--- src/rtl/dly_path_monitor.sv ---
// Launch/capture companion for a chain of delay cells: toggles LAUNCH into the
// path, synchronises the far-end return and counts CLK cycles until it matches.
module dly_path_monitor #(
    parameter int CNT_W       = 8,
    parameter int MAX_CYC     = 255,
    parameter int SYNC_STAGES = 2
) (
    input  logic             CLK,
    input  logic             RN,
    input  logic             START,
    input  logic             RETURN_I,
    output logic             LAUNCH,
    output logic             BUSY,
    output logic             DONE,
    output logic             TIMEOUT,
    output logic [CNT_W-1:0] COUNT
);

    typedef enum logic [1:0] {
        S_IDLE = 2'd0,
        S_WAIT = 2'd1,
        S_FIN  = 2'd2
    } state_t;

    localparam logic [CNT_W-1:0] MAX_CNT = CNT_W'(MAX_CYC);

    state_t                 state_q, state_d;
    logic [SYNC_STAGES-1:0] sync_q, sync_d;
    logic                   launch_q, launch_d;
    logic                   busy_q, busy_d;
    logic                   done_q, done_d;
    logic                   timeout_q, timeout_d;
    logic [CNT_W-1:0]       count_q, count_d;
    logic                   rs;
    logic                   settled;

    function automatic logic at_limit(input logic [CNT_W-1:0] c);
        return c == MAX_CNT;
    endfunction

    assign sync_d  = {sync_q[SYNC_STAGES-2:0], RETURN_I};
    assign rs      = sync_q[SYNC_STAGES-1];
    assign settled = (rs == launch_q);

    // Arrival is tested before the limit so a return on the last cycle still wins.
    always_comb begin
        state_d   = state_q;
        launch_d  = launch_q;
        busy_d    = busy_q;
        done_d    = done_q;
        timeout_d = timeout_q;
        count_d   = count_q;
        case (state_q)
            S_IDLE, S_FIN: begin
                if (START && settled) begin
                    launch_d  = ~launch_q;
                    count_d   = '0;
                    done_d    = 1'b0;
                    timeout_d = 1'b0;
                    busy_d    = 1'b1;
                    state_d   = S_WAIT;
                end
            end
            S_WAIT: begin
                if (settled) begin
                    done_d  = 1'b1;
                    busy_d  = 1'b0;
                    state_d = S_FIN;
                end else if (at_limit(count_q)) begin
                    done_d    = 1'b1;
                    timeout_d = 1'b1;
                    busy_d    = 1'b0;
                    state_d   = S_FIN;
                end else begin
                    count_d = count_q + 1'b1;
                end
            end
            default: begin
                state_d = S_IDLE;
                busy_d  = 1'b0;
            end
        endcase
    end

    always_ff @(posedge CLK or negedge RN) begin
        if (!RN) begin
            state_q   <= S_IDLE;
            sync_q    <= '0;
            launch_q  <= 1'b0;
            busy_q    <= 1'b0;
            done_q    <= 1'b0;
            timeout_q <= 1'b0;
            count_q   <= '0;
        end else begin
            state_q   <= state_d;
            sync_q    <= sync_d;
            launch_q  <= launch_d;
            busy_q    <= busy_d;
            done_q    <= done_d;
            timeout_q <= timeout_d;
            count_q   <= count_d;
        end
    end

    assign LAUNCH  = launch_q;
    assign BUSY    = busy_q;
    assign DONE    = done_q;
    assign TIMEOUT = timeout_q;
    assign COUNT   = count_q;

endmodule
--- config.mk ---
export PLATFORM = sky130hd
export DESIGN_NAME = dly_path_monitor
export DESIGN_NICKNAME = d
export VERILOG_FILES = /design/src/rtl/dly_path_monitor.sv
export SDC_FILE = /design/constraint.sdc
export NUM_CORES = 1
export LEC_CHECK = 0
export BUFFER_PORTS_ARGS = -buffer_cell sky130_fd_sc_hd__buf_4
export CORE_MARGIN = 2
export CORE_UTILIZATION = 35
export CTS_CLUSTER_SIZE = 40
export DETAILED_ROUTE_END_ITERATION = 7
export PLACE_DENSITY = 0.63
export RECOVER_POWER = 25
export SETUP_SLACK_MARGIN = 0.2
export SLEW_MARGIN = 40
export SYNTH_ARGS = -nofsm -noshare
export SYNTH_HDL_FRONTEND = slang
export SYNTH_SLANG_ARGS = --single-unit
--- constraint.sdc ---
create_clock -name CLK -period 2.4 [get_ports CLK]
set_clock_uncertainty 0.05 [all_clocks]
set_input_delay 0.12 -clock CLK [delete_from_list [all_inputs] [get_ports CLK]]
set_output_delay 0.12 -clock CLK [all_outputs]
set_load 0.005 [all_outputs]
## Word level (Yosys, flattened, before mapping)

Cells that the tools add are included.

| cells by class | value |
|---|---|
| add/sub/neg operators | 1 |
| muxes and demuxes | 18 |
| bitwise operators | 1 |
| reductions and logical operators | 9 |
| equal/unequal tests | 9 |

Operator list:

| cell | count |
|---|---|
| $mux 8 | 3 |
| $pmux 8 s2 | 1 |
| $add 8x1->8 const B | 1 |
| $eq 8x8->1 const B | 1 |
| $ne 2x2->1 const B | 4 |
| $reduce_and 4->1 | 2 |
| $mux 1 | 7 |
| $mux 2 | 3 |
| $pmux 1 s2 | 3 |
| $pmux 2 s2 | 1 |
| $reduce_and 2->1 | 2 |
| $ne 3x3->1 const B | 1 |
| $reduce_and 3->1 | 1 |
| $eq 2x1->1 const B | 1 |
| $eq 2x2->1 const B | 1 |
| $logic_not 2->1 | 1 |
| $reduce_bool 2->1 | 1 |
| $reduce_or 2->1 | 1 |
| $eq 1x1->1 | 1 |
| $logic_and 1x1->1 | 1 |
| $not 1->1 | 1 |

| storage, ports and cells | value |
|---|---|
| logic and storage cells | 45 |
| register bits after elaboration | 16 |
| bits of input ports | 4 |
| output and inout bits | 12 |

## Depth between registers and ports, before layout

Gate-level depths: netlist of run 1.

| logic depth | value |
|---|---|
| depth in word-level cells | 4 |
| gate-level depth with buffers | 6 |
| gate-level depth less buffers | 6 |

## Least setup slack after synthesis of run 1

OpenSTA, ideal clock, no wires.

| path | value |
|---|---|
| kind | reg-to-reg |
| from | reg count_q[0] (netlist: COUNT[0]) |
| to | reg count_q[7] (netlist: COUNT[7]) |
| data arrival time | 1.666 ns |
| required time | 2.226 ns |
| library setup time | 0.124 ns |
| buffers on the path | 0 |
| slack | 0.561 ns |
| cell stages (with the launch flop) | 6 |
| period minus slack after synthesis | 1.839 ns |
| cells stage by stage | dfrtp_1 > ha_1 > and3_2 > a211oi_4 > nor2_4 > a211o_1 |

| on the way | value |
|---|---|
| cells in the longest elaborated chain, start to end | 4 |
| elaborated cells on any way between the ends | 7 |
| those cells by class | add/sub: 1; eq/ne: 2; mux: 3; reduce/logical: 1 |

RTL lines:

| element | line | RTL |
|---|---|---|
| start: declaration | 33 | `logic [CNT_W-1:0] count_q, count_d;` |
| start signal: assignment | 101 | `count_q <= count_d;` |
| $add 8x1->8 | 75 | `count_d = count_q + 1'b1;` |
| $mux 8 | 69 | `end else if (at_limit(count_q)) begin` |
| $mux 8 | 65 | `if (settled) begin` |
| $pmux 8 s2 | 53 | `case (state_q)` |

Several ways; a longest one is shown, not always the timed one. The select of a mux whose other input is x is not followed.
A chain may end at the register's enable or synchronous reset.

## Final worst setup path of run 1

Same ends and word-level chain as after synthesis.

==> results of run 1 <==
-- where the power goes --
part	total [uW]	switching [uW]	internal, uW
clock network	181	88.6	92.5
logic	336	165	171
registers	401	70.1	331
-- cell families after synthesis --
family	share of synthesized area
compound gates	0.1629
xor+xnor	0.05432
fa+ha+maj	0.01597
buf+inv	0.02875
flops	0.5112
mux	0.06070
simple gates	0.1661
-- state kept, by name (all words and copies together) (netlist names) --
signal	count
DONE	1
sync_q	2
BUSY	1
TIMEOUT	1
COUNT	8
state_q	2
LAUNCH	1
-- how the worst max path moves through the flow --
stage,from,end
global placement,COUNT[0]$_DFFE_PN0P_,COUNT[6]$_DFFE_PN0P_
detailed placement,COUNT[0]$_DFFE_PN0P_,COUNT[6]$_DFFE_PN0P_
global route,COUNT[0]$_DFFE_PN0P_,COUNT[6]$_DFFE_PN0P_
floorplan,COUNT[0]$_DFFE_PN0P_,COUNT[7]$_DFFE_PN0P_
finish,COUNT[0]$_DFFE_PN0P_,COUNT[7]$_DFFE_PN0P_
CTS,COUNT[0]$_DFFE_PN0P_,COUNT[6]$_DFFE_PN0P_
-- through the flow --
| stage | setup slack (ps) | hold slack (ps) |
|---|---|---|
| 3_3_place_gp | 460.2 | -58.04 |
| 6_report | 415.4 | 92.09 |
| 5_1_grt | 293.6 | 121.8 |
| 3_5_place_dp | 425.0 | -55.28 |
| 2_1_floorplan | 560.5 | -225.6 |
| 4_1_cts | 413.4 | 86.78 |
-- layout by cell type, fill, tap and decap left out --
| cell type | n |
|---|---|
| a211o_1 | 2 |
| a211o_2 | 1 |
| a211oi_4 | 1 |
| a21oi_1 | 2 |
| a22o_1 | 4 |
| a31oi_1 | 1 |
| and3_1 | 3 |
| and3_2 | 3 |
| and4_4 | 1 |
| buf_4 | 14 |
| clkbuf_1 | 1 |
| clkbuf_4 | 3 |
| clkbuf_8 | 1 |
| dfrtp_1 | 16 |
| dlygate4sd3_1 | 2 |
| ha_1 | 1 |
| inv_1 | 2 |
| inv_2 | 1 |
| mux2_4 | 1 |
| mux2i_1 | 1 |
| mux2i_4 | 1 |
| nand2_1 | 5 |
| nand2b_1 | 2 |
| nand3_1 | 3 |
| nor2_1 | 1 |
| nor2_4 | 1 |
| nor2b_1 | 1 |
| nor3_1 | 2 |
| o21ai_0 | 1 |
| o21ai_1 | 1 |
| o2bb2a_1 | 1 |
| o32ai_1 | 1 |
| xnor2_1 | 2 |
| xnor2_2 | 1 |
| xor2_1 | 1 |
-- area by class of cell --
class                   count  area share
well taps                  28     0.03604
multi-input cells          45      0.3707
repair buffers             17      0.1326
flip-flops and latches     16      0.4118
clock buffers               4     0.03732
inverters                   3     0.01158
-- layer usage --
layer  track usage  vias up
li1              -      278
met1        0.1854      295
met2        0.2143       15
met3       0.03216        2
met4       0.05263        0
met5             0        -
-- critical path, cell delays in order, from the launching register on --
cell and delay, ps:
dfrtp_1 430, ha_1 260, and3_2 250, a211oi_4 490, nor2_4 90, a211o_1 300
==> reports/results.tsv, run 1 <==
stage	metric	value	unit
outcome	status	finished clean	
layout	drive_gt1_frac	0.3412	
drt	via_per_inst	5.221	
sta	drv_slew	0	
worst_setup_path	crit_path_end_kind	flop	
layout	instances_no_fill	113	
layout	regArea	400.4	um^2
floorplanning	start_util	0.3610	
clock_network	cts_resized	0	
synthesis	synth_most_common_cell	dfrtp_1	
sta	period_share	0.8269	
floorplanning	die_area	2632	um^2
global_routing	antenna_found_initial	0	
global_routing	grt_pass1_wl	2628	um
drt	route.met2.wl	649	um
clock_network	cts.sinks	16	
clock_network	cts_buffers	3	
drt	drc	0	
synthesis	synthTopCellsByCount	dfrtp_1, nand2_1, a22o_1	
power	power.total	918.1	uW
global_routing	grt_pass1_vias	599	
worst_setup_path	regToRegSetupSlack	420	ps
drt	drt-total-wl	1481	um
placement	place_area	919.6	um^2
clock_network	path_clk_slew	100	ps
power	powerDensity	944.4	nW/um^2
synthesis	synth_edf_count	0	
placement	dp.final_hpwl	1082	um
sta	worst_slew_pin_slew	875.3	ps
floorplanning	fp-row-count	17	
layout	nNetsFinal	91	
drt	highest_layer	met4	
sta	maxSlewHeadroom	0.4165	
placement	numPortBuffers	15	
placement	place_inst	107	
clock_network	cts_tree	built	
layout	diodes	0	
layout	final_core_util	0.4481	
hold_path	hold_depth	3	
clock_network	clock_path_buffers	2	
synthesis	synthesis.nets	70	
hold_path	hold_class	in -> reg	
synthesis	avgSynthCellArea	12.05	um^2
worst_setup_path	worstSetupPathType	reg -> reg	
layout	stdcell_area	972.2	um^2
drt	dr_total_vias	590	
hold_path	min_from	START	
sta	finalSetupTns	0	ps
floorplanning	pin_count	16	
sta	hold_viol_final	0	
drt	wl_met3	74	um
power	ir_drop	0.5031	mV
clock_network	worstSkewPairLatency	290	ps
placement	gp_congestion	0.7372	
job	cap_violations	0	
sta	setup_viol	0	
clock_network	cts_setup_buffers	0	
worst_setup_path	crit_path_start_kind	flop	
worst_setup_path	cp_data_required_time	2540	ps
synthesis	syn_inst	65	
synthesis	synth.area.top_cells	dfrtp_1, a22o_1, and3_2	
global_routing	grt_usage	0.1374	
layout	multi_input_area	360.3	um^2
drt	ant_nets	0	
synthesis	ys_seq_elements	16	
drt	drt_iter0_drc	13	
global_routing	grt_overflow_total	0	
synthesis	synth.distinct_cells	31	
drt	first_pass_iters	4	
worst_setup_path	reg2reg_to	COUNT[7]$_DFFE_PN0P_	
clock_network	htree_levels	1	
hold_path	holdPathEnd	BUSY$_DFFE_PN0P_	
synthesis	synthArstFlopShare	1.000	
drt	drt-met1-wl	737	um
power	cellLeakagePower	0.0004772	uW
clock_network	cts_hold_buf	2	
synthesis	syn_area	783.3	um^2
worst_setup_path	worstPathArrival	2120	ps
synthesis	synthFlopType	dfrtp_1	
floorplanning	dieWidth	51.31	um
sta	timing.fmax	0.5039	GHz
synthesis	yosys.area.top_type_share	0.5112	
synthesis	yosysWarnings	0	
clock_network	clockRootBuffer	clkbuf_4	
sta	fin_crit	1985	ps
worst_setup_path	r2r_cells	5	
layout	area_growth	24.12	%
worst_setup_path	regToRegStartpoint	COUNT[0]$_DFFE_PN0P_	
sta	rsz0062_at_grt	no	
synthesis	ys_seq_area_frac	0.5112	
layout	num-fill-cells	220	
floorplanning	die_y	51.31	um
drt	routedWlPerCell	13.11	um
global_routing	grt_start_max_net_pins	17	
worst_setup_path	cp_max_fo	10	
synthesis	yosys.area.top_type	dfrtp_1	
floorplanning	core-area	2170	um^2
No activity file was read; power rests on OpenSTA's default activity.
==> run 2, diff against run 1 <==
--- a/config.mk
+++ b/config.mk
@@ -5,6 +5,7 @@
 export SDC_FILE = /design/constraint.sdc
 export NUM_CORES = 1
 export LEC_CHECK = 0
+export ABC_AREA = 1
 export BUFFER_PORTS_ARGS = -buffer_cell sky130_fd_sc_hd__buf_4
 export CORE_MARGIN = 2
 export CORE_UTILIZATION = 35
==> constraint.sdc (replaced) <==
create_clock -name CLK -period 1.85 [get_ports CLK]
set_clock_uncertainty 0.05 [all_clocks]
set_input_delay 0.0925 -clock CLK [delete_from_list [all_inputs] [get_ports CLK]]
set_output_delay 0.0925 -clock CLK [all_outputs]
set_load 0.005 [all_outputs]
==> run 2 against run 1 <==
  * Synthesized cell count grew 57%
  * Highest routed layer unchanged
  * Total power grew 29%
  * Critical endpoint unchanged
  * Register-to-register slack lost 100 ps
  * Sequential cell count is the same
  * Largest power group unchanged
==> reports/results.tsv, run 2 <==
stage	metric	value	unit	change
global_routing	grt_overflow_total	0		unchanged
hold_path	hold_class	in -> reg		
power	power.total	1185	uW	+29%
layout	diodes	0		unchanged
clock_network	cts_buffers	3		unchanged
synthesis	syn_area	828.3	um^2	+5.8%
synthesis	synthTopCellsByCount	nand2_1, dfrtp_1, nand3_1, inv_1, nand2_2		
sta	hold_viol_final	0		unchanged
synthesis	avgSynthCellArea	8.121	um^2	-33%
clock_network	clock_path_buffers	2		unchanged
layout	nNetsFinal	127		+40%
global_routing	antenna_found_initial	0		unchanged
sta	fin_crit	1535	ps	-449.5 ps
synthesis	synthesis.nets	107		+53%
clock_network	cts_tree	built		
floorplanning	dieWidth	52.65	um	+2.6%
floorplanning	die_y	52.65	um	+2.6%
layout	largest_reg_flops	8		unchanged
drt	routedWlPerCell	10.64	um	-19%
worst_setup_path	crit_path_end_kind	flop		
global_routing	grt_pass1_wl	2670	um	+1.6%
drt	first_pass_iters	4		unchanged
sta	finalSetupTns	0	ps	unchanged
placement	numPortBuffers	15		unchanged
floorplanning	fp-row-count	17		unchanged
clock_network	cts.sinks	16		unchanged
sta	setup_viol	0		unchanged
drt	via_per_inst	4.638		-11%
sta	drv_slew	0		unchanged
synthesis	synth_edf_count	0		unchanged
drt	drt_iter0_drc	7		-6
clock_network	path_clk_slew	100	ps	about the same
layout	area_growth	23.41	%	
outcome	status	finished clean		
synthesis	ys_seq_elements	16		unchanged
drt	dr_total_vias	691		+17%
synthesis	synthFlopType	dfrtp_1		
worst_setup_path	crit_path_start_kind	flop		
placement	place_inst	143		+34%
placement	place_ws	274.6	ps	-150.5 ps
floorplanning	die_area	2772	um^2	+5.3%
sta	period_share	0.8298		+0.002852
sta	timing.fmax	0.6514	GHz	+29%
placement	place_area	959.7	um^2	+4.4%
synthesis	ys_seq_area_frac	0.4834		-0.02780
synthesis	syn_inst	102		+57%
worst_setup_path	cp_slowest_cell	dfrtp_1		
floorplanning	core-area	2233	um^2	+2.9%
global_routing	grt_pass1_vias	643		+7.3%
layout	num-fill-cells	232		+5.5%
synthesis	yosys.area.top_type_share	0.4834		-0.02780
power	cellLeakagePower	0.0005442	uW	+14%
synthesis	yosys.area.top_type	dfrtp_1		
power	powerDensity	1160	nW/um^2	+23%
synthesis	synth_most_common_cell	nand2_1		
placement	dp.final_hpwl	1159	um	+7.1%
worst_setup_path	worstSetupPathType	reg -> reg		
drt	drc	0		unchanged
placement	gp_congestion	0.8073		+9.5%
clock_network	worstSkewPairLatency	290	ps	about the same
worst_setup_path	cp_data_required_time	1990	ps	-550 ps
drt	drt-total-wl	1585	um	+7.0%
layout	layout_common_cells	nand2_1, dfrtp_1, nand3_1, buf_4, inv_1		
global_routing	grt_usage	0.1345		-0.002938
clock_network	htree_levels	1		unchanged
synthesis	synth.distinct_cells	16		-48%
sta	rsz0062_at_grt	no		
floorplanning	start_util	0.3709		+0.009853
job	cap_violations	0		unchanged
sta	worst_slew_pin_slew	853.1	ps	-22.20 ps
sta	fin_ws	314.9	ps	-100.5 ps
worst_setup_path	path_cells	ha_1 -> nand2_2 -> nor2_4 -> nand2_2 -> nand2_4 -> inv_1 -> nand2_1 -> nand2_1		
worst_setup_path	cpPeakStageDelay	420	ps	-70 ps
drt	ant_nets	0		unchanged
global_routing	grt_start_max_net_pins	17		unchanged
worst_setup_path	worstPathArrival	1680	ps	-440 ps
worst_setup_path	cp_max_fo	11		+1
synthesis	synthArstFlopShare	1.000		unchanged
synthesis	yosysWarnings	0		unchanged
clock_network	clockRootBuffer	clkbuf_4		
layout	instances_no_fill	149		+32%
floorplanning	pin_count	16		unchanged
clock_network	cts_setup_buffers	0		unchanged
layout	stdcell_area	1022	um^2	+5.1%
sta	maxSlewHeadroom	0.4313		+0.01480
layout	drive_gt1_frac	0.2314		-0.1098
layout	layout_commonest_cell	nand2_1		
power	ir_drop	0.5716	mV	+14%
synthesis	synth.area.top_cells	dfrtp_1, nand2_1, nand3_1		
## run 2: per-stage QoR
step                        util  hold slack (ps)
final                     0.4577            85.09
after global routing      0.4577            96.31
after CTS                 0.4549            74.41
after detailed placement  0.4297           -86.44
after global placement    0.4297           -88.46
after floorplan                -           -253.1
## run 2: worst paths after layout
| kind | end | startpoint | depth (start not counted) | slack (ps) |
|---|---|---|---|---|
| worst max register to register | COUNT[7]$_DFFE_PN0P_ | COUNT[0]$_DFFE_PN0P_ | 8 | 310 |
| worst min register to register | sync_q[1]$_DFF_PN0_ | sync_q[0]$_DFF_PN0_ | 0 | 320 |
| worst max-delay path | COUNT[7]$_DFFE_PN0P_ | COUNT[0]$_DFFE_PN0P_ | 8 | 310 |
| max in group asynchronous | sync_q[0]$_DFF_PN0_ | RN | 2 | 860 |
| min in group asynchronous | COUNT[4]$_DFFE_PN0P_ | RN | 2 | 360 |
| worst min-delay path | state_q[1]$_DFFE_PN0P_ | START | 4 | 90 |
## run 2: logic make-up after synthesis
group / Yosys count / share of synthesized area
simple gates: 67 / 0.3867
flops: 16 / 0.4834
buf+inv: 13 / 0.06948
compound gates: 3 / 0.02416
xor+xnor: 2 / 0.02115
fa+ha+maj: 1 / 0.01510
## run 2: layer usage
| metal | track usage | share of wire |
|---|---|---|
| met1 | 0.1830 | 0.49 |
| met2 | 0.1979 | 0.46 |
| met3 | 0.02571 | 0.035 |
| met4 | 0.07692 | 0.018 |
| met5 | 0 | 0 |
## run 2: cell type report
class	instances	area (um^2)	area share
Tap cell	28	35.03	0.03427
Sequential cell	16	400.4	0.3917
Inverter	11	41.29	0.04039
Clock buffer	4	36.28	0.03550
Timing Repair Buffer	17	128.9	0.1261
Multi-Input combinational cell	73	380.4	0.3721
## run 2: what timing repair did
item / CTS / global route
endpoints found under the hold margin: 17 / 0
gates resized for setup: 0 / 2
hold buffers: 2 / 0
endpoints found under the setup margin: 0 / 9
## run 2: critical path: cells and delay by family (launching register included)
family                   cells  cell delay, ps
AND/OR/NAND/NOR              6             610
flip-flops                   1             420
adder cells (fa/ha/maj)      1             230
buffers and inverters        1             120
## run 2: power breakdown
group          switching (uW)  internal, uW
combinational             256           186
sequential               69.6           437
clock                     117           120
